`src/rtl/phase_accumulator.sv`:
```
// NCO phase source: advances an ACC_W-bit accumulator by a tuning word per sample tick.
// Optional tuning-word glide is compiled in with `define PHASE_ACC_GLIDE_EN.
module phase_accumulator #(
  parameter int ACC_W       = 24,
  parameter int PHASE_W     = 8,
  parameter int GLIDE_SHIFT = 6
) (
  input  logic               clk,
  input  logic               rst_n,
  input  logic               sample_tick,
  input  logic [ACC_W-1:0]   tw_data,
  input  logic               tw_valid,
  output logic               tw_ready,
  input  logic               sync,
  output logic [PHASE_W-1:0] phase,
  output logic               phase_valid,
  output logic               wrap,
  output logic [1:0]         dbg_state,
  output logic [ACC_W-1:0]   dbg_active_tw
);

  typedef enum logic [1:0] {
    S_IDLE  = 2'd0,
    S_RUN   = 2'd1,
    S_GLIDE = 2'd2
  } state_t;

  state_t               state_q;
  logic [ACC_W-1:0]     acc_q;
  logic [ACC_W-1:0]     active_q;
  logic [ACC_W-1:0]     pend_tw_q;
  logic                 pend_q;
  logic [PHASE_W-1:0]   phase_q;
  logic                 pv_q;
  logic                 wrap_q;

  logic                 accept;
  logic                 apply;
  logic [ACC_W:0]       sum;

  // Handshake: a word transfers when tw_valid && tw_ready; tw_ready is low while a
  // word waits in the pending slot, which empties on the next sample_tick.
  assign tw_ready = !pend_q;
  assign accept   = tw_valid && !pend_q;
  assign apply    = sample_tick && pend_q;
  assign sum      = {1'b0, acc_q} + {1'b0, active_q};

  assign phase         = phase_q;
  assign phase_valid   = pv_q;
  assign wrap          = wrap_q;
  assign dbg_state     = state_q;
  assign dbg_active_tw = active_q;

  // Slew step toward tgt: |diff| >> GLIDE_SHIFT, at least 1, never past tgt.
  function automatic logic [ACC_W-1:0] glide_next(input logic [ACC_W-1:0] cur,
                                                  input logic [ACC_W-1:0] tgt);
    logic [ACC_W-1:0] diff;
    logic [ACC_W-1:0] step;
    diff = (tgt > cur) ? (tgt - cur) : (cur - tgt);
    step = diff >> GLIDE_SHIFT;
    if (step == '0) step = {{(ACC_W-1){1'b0}}, 1'b1};
    if (step >= diff)   return tgt;
    else if (tgt > cur) return cur + step;
    else                return cur - step;
  endfunction

`ifdef PHASE_ACC_GLIDE_EN
  logic [ACC_W-1:0] target_q;
  logic [ACC_W-1:0] glide_nxt;
  assign glide_nxt = glide_next(active_q, target_q);
`endif

  always_ff @(posedge clk or negedge rst_n) begin
    if (!rst_n) begin
      state_q   <= S_IDLE;
      acc_q     <= '0;
      active_q  <= '0;
      pend_tw_q <= '0;
      pend_q    <= 1'b0;
      phase_q   <= '0;
      pv_q      <= 1'b0;
      wrap_q    <= 1'b0;
`ifdef PHASE_ACC_GLIDE_EN
      target_q  <= '0;
`endif
    end else begin
      pv_q   <= 1'b0;
      wrap_q <= 1'b0;

      if (accept) begin
        pend_q    <= 1'b1;
        pend_tw_q <= tw_data;
      end else if (apply) begin
        pend_q <= 1'b0;
      end

      if (state_q == S_IDLE) begin
        if (sync) acc_q <= '0;
        // First word out of IDLE loads directly; that tick does not advance acc.
        if (apply && pend_tw_q != '0) begin
          active_q <= pend_tw_q;
          state_q  <= S_RUN;
`ifdef PHASE_ACC_GLIDE_EN
          target_q <= pend_tw_q;
`endif
        end
      end else begin
        if (sync) begin
          acc_q   <= '0;
          phase_q <= '0;
          pv_q    <= 1'b1;
          wrap_q  <= 1'b1;
`ifdef PHASE_ACC_GLIDE_EN
        end else if (sample_tick) begin
`else
        // A zero word stops the oscillator on its applying tick with acc frozen.
        end else if (sample_tick && !(apply && pend_tw_q == '0)) begin
`endif
          acc_q   <= sum[ACC_W-1:0];
          phase_q <= sum[ACC_W-1 -: PHASE_W];
          pv_q    <= 1'b1;
          wrap_q  <= sum[ACC_W];
        end

`ifdef PHASE_ACC_GLIDE_EN
        if (apply) begin
          target_q <= pend_tw_q;
          state_q  <= S_GLIDE;
        end else if (state_q == S_GLIDE && sample_tick && !sync) begin
          active_q <= glide_nxt;
          if (glide_nxt == target_q) state_q <= (target_q == '0) ? S_IDLE : S_RUN;
        end
`else
        if (apply) begin
          active_q <= pend_tw_q;
          state_q  <= (pend_tw_q == '0) ? S_IDLE : S_RUN;
        end
`endif
      end
    end
  end

endmodule

```
`config.mk`:
```
export PLATFORM = sky130hd
export DESIGN_NAME = phase_accumulator
export DESIGN_NICKNAME = d
export VERILOG_FILES = /design/src/rtl/phase_accumulator.sv
export SDC_FILE = /design/constraint.sdc
export NUM_CORES = 1
export LEC_CHECK = 0
export ABC_AREA = 0
export BUFFER_PORTS_ARGS = -buffer_cell sky130_fd_sc_hd__buf_2
export CORE_UTILIZATION = 33
export DETAILED_ROUTE_END_ITERATION = 8
export HOLD_SLACK_MARGIN = 0.1
export SYNTH_ARGS = -nofsm -noshare
export SYNTH_HDL_FRONTEND = slang
export SYNTH_SLANG_ARGS = --single-unit
```
`constraint.sdc`:
```
create_clock -name clk -period 3 [get_ports clk]
set_input_delay 0.3 -clock clk [delete_from_list [all_inputs] [get_ports clk]]
set_output_delay 0.3 -clock clk [all_outputs]
set_load 0.01 [all_outputs]
```
* After elaboration in Yosys (flattened, before gate mapping)
Index checks and enable logic that the tools add are counted. Widths: inputs -> output; s select.
Cells by class: add/sub/neg operators 1, eq/ne operators 2, mux-type cells 21, bitwise logic cells 1, reduce and logical (&&, ||, !) cells 16
Operators by type and width (count):
- $mux 24 | 7
- $add 24x24->25 | 1
- $logic_not 24->1 | 1
- $reduce_bool 24->1 | 1
- $mux 8 | 2
- $mux 1 | 9
- $mux 2 | 3
- $reduce_and 2->1 | 3
- $reduce_bool 2->1 | 3
- $logic_and 1x1->1 | 5
- $logic_not 1->1 | 2
- $logic_not 2->1 | 1
- $ne 2x1->1 const B | 1
- $ne 2x2->1 const B | 1
- $not 1->1 | 1
Storage, ports and cells: flip-flop bits (word level) 85, bits of input ports 29, output and inout port bits 37, word-level logic and storage cells 49

* Longest topological paths before layout
word-level depth 7, gate-level depth with buffers 8

* Least setup slack after synthesis
Ideal clock, no wire load.
kind register to register, start register active_q[0] (netlist: dbg_active_tw[0]), end register acc_q[14], setup time 0.122 ns, data arrival time 2.289 ns, data required time 2.878 ns, slack 0.589 ns, stages on the path, launching flop included 9, cells stage by stage dfrtp_1 > ha_1 > fa_1 > a21oi_1 > o221ai_2 > a21oi_1 > a21oi_1 > or3_1 > a32o_1
Between the ends: word-level cells in the longest chain between the ends 4
Ends and longest elaborated chain:
- start, declared | line 30 | logic [ACC_W-1:0] active_q;
- start signal, assigned | line 101 | active_q <= pend_tw_q;
- start signal, assigned | line 135 | active_q <= pend_tw_q;
- $add 24x24->25 | line 46 | assign sum = {1'b0, acc_q} + {1'b0, active_q};
- $mux 24 | line 117 | end else if (sample_tick && !(apply && pend_tw_q == '0)) begin
- $mux 24 | line 108 | if (sync) begin
- $mux 24 | line 97 | if (state_q == S_IDLE) begin
- end signal, assigned | line 119 | acc_q <= sum[ACC_W-1:0];
- end, declared | line 29 | logic [ACC_W-1:0] acc_q;
Every way passes these cells. The select of a mux whose other input is x is not followed. A chain may end at the register's enable or synchronous reset.

* Final worst setup path
Ends and elaborated chain as after synthesis.

==> results by group <==
Power
  • Switching power as a share of total power: approximately two fifths
  • Relative contribution of sequential cells to total power: 33.7%
  • Max rail drop VDD: 352 uV
  • Power per cell area: roughly 1000 mW/mm^2
  • Leakage Power: ~2.6 nW
  • Net switching power: approximately 2.2 mW
  • Power Total: around 5.6 mW
  • Combinational share of power: ~46%
  • Cell internal power dissipation: 3.33 mW
  • Share of power burned in the clock network: roughly a fifth

Clock network
  • Root buffer cell: sky130_fd_sc_hd__clkbuf_16
  • Clk pin slew, worst setup/hold paths: about 0.07 ns
  • TritonCTS clock tree: built
  • Number of cells upsized or downsized after cts: 0
  • Post-CTS Setup Bufs: 0
  • Clock buffer count from CTS: 9
  • Number of sinks driven by the clock tree: 84
  • Hold buffer count at CTS: 0
  • Largest buffer count on any clock path: 2
  • CTS H-tree lvls: 3
  • Worst skew pair latency: 0.35 ns

Setup path
  • Minimum setup slack among reg-to-reg paths: between 0.3 and 0.4 ns
  • Crit path from: dbg_active_tw[0]
  • End of the worst register-to-register path: acc_q[14]
  • Critical R2R Launch: dbg_active_tw[0]
  • Arrival time of the worst setup path: 2.90 ns
  • Critical Path Sink: acc_q[14]
  • Worst setup EP type: register
  • Required time of the worst setup path: about 3.2 ns
  • Launching element type of the critical path: register
  • Worst Path Class, Setup: reg -> reg
  • Count of cells along the worst register-to-register path: 8
  • Worst-path fanout max: 5

Route
  • First-pass iteration count of the detailed router: 4
  • Vias: around 3400
  • Detail Route Antenna Nets: 0
  • Number of vias per cell: 5.10
  • DR WL/cell: 16.3 um
  • Final routed DRC violation total: 0
  • Iteration-0 DRC Markers: about 190
  • Total wire length: between 10000 and 15000 um

Placement
  • Quantity of I/O buffers inserted on ports: 64
  • Routability-driven placement congestion ratio: 0.854
  • Cell Area, Placed: just over 0.005 sq mm
  • Post-DP HPWL: 8190 um

Synthesis
  • Cell types occupying the most area after synthesis: sky130_fd_sc_hd__dfrtp_1 45%, sky130_fd_sc_hd__mux2_2 6.8%, sky130_fd_sc_hd__ha_1 6.4%, sky130_fd_sc_hd__mux2_4 6.4%, sky130_fd_sc_hd__nand2_1 3.8%
  • Cells after Synth: 421
  • Number of synthesized flops with an enable pin: 0
  • Leading cell types by count after synthesis: 84 x sky130_fd_sc_hd__dfrtp_1, 47 x sky130_fd_sc_hd__nand2_1, 30 x sky130_fd_sc_hd__a21oi_1, 28 x sky130_fd_sc_hd__mux2_2, 24 x sky130_fd_sc_hd__ha_1
  • Net Count, Synth: between 400 and 500
  • Share of flip-flops with an asynchronous set or reset after synthesis: 100%
  • Primary FF master, synth: sky130_fd_sc_hd__dfrtp_1
  • Area of the mapped netlist: between 0.004 and 0.005 sq mm
  • Distinct cell type count after synthesis: between 50 and 60
  • Mean instance size in the synthesized netlist: about 11 sq um
  • Proportion of synthesized chip area in sequential cells: between 40% and 50%
  • Register bit total from synthesis: 84
  • Synth top area share: a little under half
  • Biggest area consumer among synthesized cells: sky130_fd_sc_hd__dfrtp_1
  • Most frequent cell after synthesis: sky130_fd_sc_hd__dfrtp_1
  • Total number of yosys warnings: 0

Timing
  • Maximum frequency from static timing analysis: approximately 370 MHz
  • Final Setup Violations: 0
  • Final number of max-transition violations: 0
  • Post-route fraction of the period consumed by the critical path: 89.0%
  • RSZ-0062 raised after global routing: false
  • Post-layout minimum cycle time: 2.67 ns
  • Rel. slew slack: a little under a third
  • Final count of hold timing violations: 0
  • Clock skew after layout: around 0.0059 ns
  • Worst slew pin tran: ~1.0 ns
  • Total negative setup slack: 0 ns

Floorplanning
  • Area of the core: approximately 0.014 sq mm
  • Die span in x: 121 um
  • Number of top-level pins: 66
  • Die footprint: roughly 0.015 sq mm
  • Vertical die dimension: around 120 um
  • Starting density of the core: 33.8%
  • Cell Rows: 43

Finish
  • Diode insertion count for antenna repair: 0
  • Share of layout cells above drive strength 1: 29.9%
  • Final standard cell area without fillers: approximately 0.0055 sq mm
  • Fillers: 1384
  • Area growth, synth to finish: 17.3%
  • Final #Nets: ~540
  • Final Core Density: a little under 40%

GRT
  • Combined global-route utilization of all metal layers: 16.3%
  • Via count of the first global-routing pass: around 3500
  • Overflow after GRT: 0
  • Maximum number of pins on one net before global-route repair: 85
  • Initial antenna violation count: 0
  • Global-route wire length before repair: 18300 um

Outcome
  • Result of the run: completed

Job
  • Max Cap Violations: 0

Worst hold path
  • Class of the most critical hold timing path: in -> async
## worst min path at each step
stage / start / end / cells after the start
final: rst_n / pend_tw_q[3] / 1
after CTS: tw_data[11] / pend_tw_q[11] / 2
after floorplan: rst_n / acc_q[0] / 0
after detailed placement: phase[4] / phase[4] / 2
after global placement: phase[4] / phase[4] / 2
after global routing: tw_data[5] / pend_tw_q[5] / 2
## sequential cells by signal, indices dropped and copies added, names as in the netlist
register       count
pend_tw_q         24
acc_q             24
wrap               1
phase              8
dbg_state          1
dbg_active_tw     24
phase_valid        1
pend_q             1
## worst max-delay path, cell delays in order (launching register included)
cell,delay [ns]
sky130_fd_sc_hd__dfrtp_1,0.40
sky130_fd_sc_hd__ha_1,0.24
sky130_fd_sc_hd__fa_1,0.41
sky130_fd_sc_hd__a21oi_1,0.24
sky130_fd_sc_hd__o221ai_2,0.22
sky130_fd_sc_hd__a21oi_1,0.35
sky130_fd_sc_hd__a21oi_1,0.12
sky130_fd_sc_hd__or3_1,0.32
sky130_fd_sc_hd__a32o_1,0.26
## power by group through the flow
stage	registers [mW]	logic [mW]	clock network [mW]
3_5_place_dp	1.90	2.52	0
3_3_place_gp	1.89	2.48	0
5_1_grt	1.93	2.82	1.24
2_1_floorplan	1.87	1.83	0
6_report	1.88	2.53	1.16
4_1_cts	1.88	2.54	1.19
## layout make-up
cell class / instances / area, sq um / share of cell area [%]
flip-flops and latches: 84 / 2100 / 38.4
clock inverters: 7 / 81.3 / 1.49
well taps: 180 / 225 / 4.11
multi-input cells: 314 / 2440 / 44.6
inverters: 8 / 30.0 / 0.548
clock buffers: 9 / 225 / 4.11
repair buffers: 70 / 368 / 6.72
## per-layer routing
layer | global-route usage [%] | part of all wire, % | vias to the layer above
met1 | 22.6 | 49 | 1645
met4 | 7.56 | 2.3 | 0
met5 | 0 | 0 | -
met3 | 2.35 | 3.5 | 18
li1 | - | - | 1685
met2 | 25.1 | 45 | 77
## through the flow
step | worst slack (ns) | instances | hold WS [ns]
after floorplan | 0.589 | 421 | 0.00441
after global placement | 0.408 | 656 | 0.467
after detailed placement | 0.350 | 656 | 0.471
after CTS | 0.334 | 672 | 0.172
after global routing | 0.170 | 672 | 0.180
final | 0.330 | 672 | 0.149
## kinds of logic after synthesis
group                      synth area share, %
xor gates and xnor gates                  2.63
buffers and inverters                     2.65
AOI/OAI and AO/OA                         16.5
muxes                                     13.8
and+or+nand+nor                           12.4
other                                   0.0803
adders and majority gates                 6.86
DFF                                       45.0
## placed cells by master (no fill, tap or decap), drive strengths merged, types with 4 or more instances in the layout
| master | n |
|---|---|
| a21boi | 4 |
| a21o | 8 |
| a21oi | 31 |
| a22o | 5 |
| a31oi | 4 |
| and2 | 6 |
| and3 | 6 |
| buf | 70 |
| clkbuf | 9 |
| dfrtp | 84 |
| ha | 24 |
| inv | 12 |
| mux2 | 48 |
| nand2 | 47 |
| nand3 | 15 |
| nor2 | 16 |
| nor4 | 8 |
| o211ai | 4 |
| o21ai | 25 |
| o31ai | 4 |
| xnor2 | 9 |
| xor2 | 5 |
(Power assumes the default switching activity.)
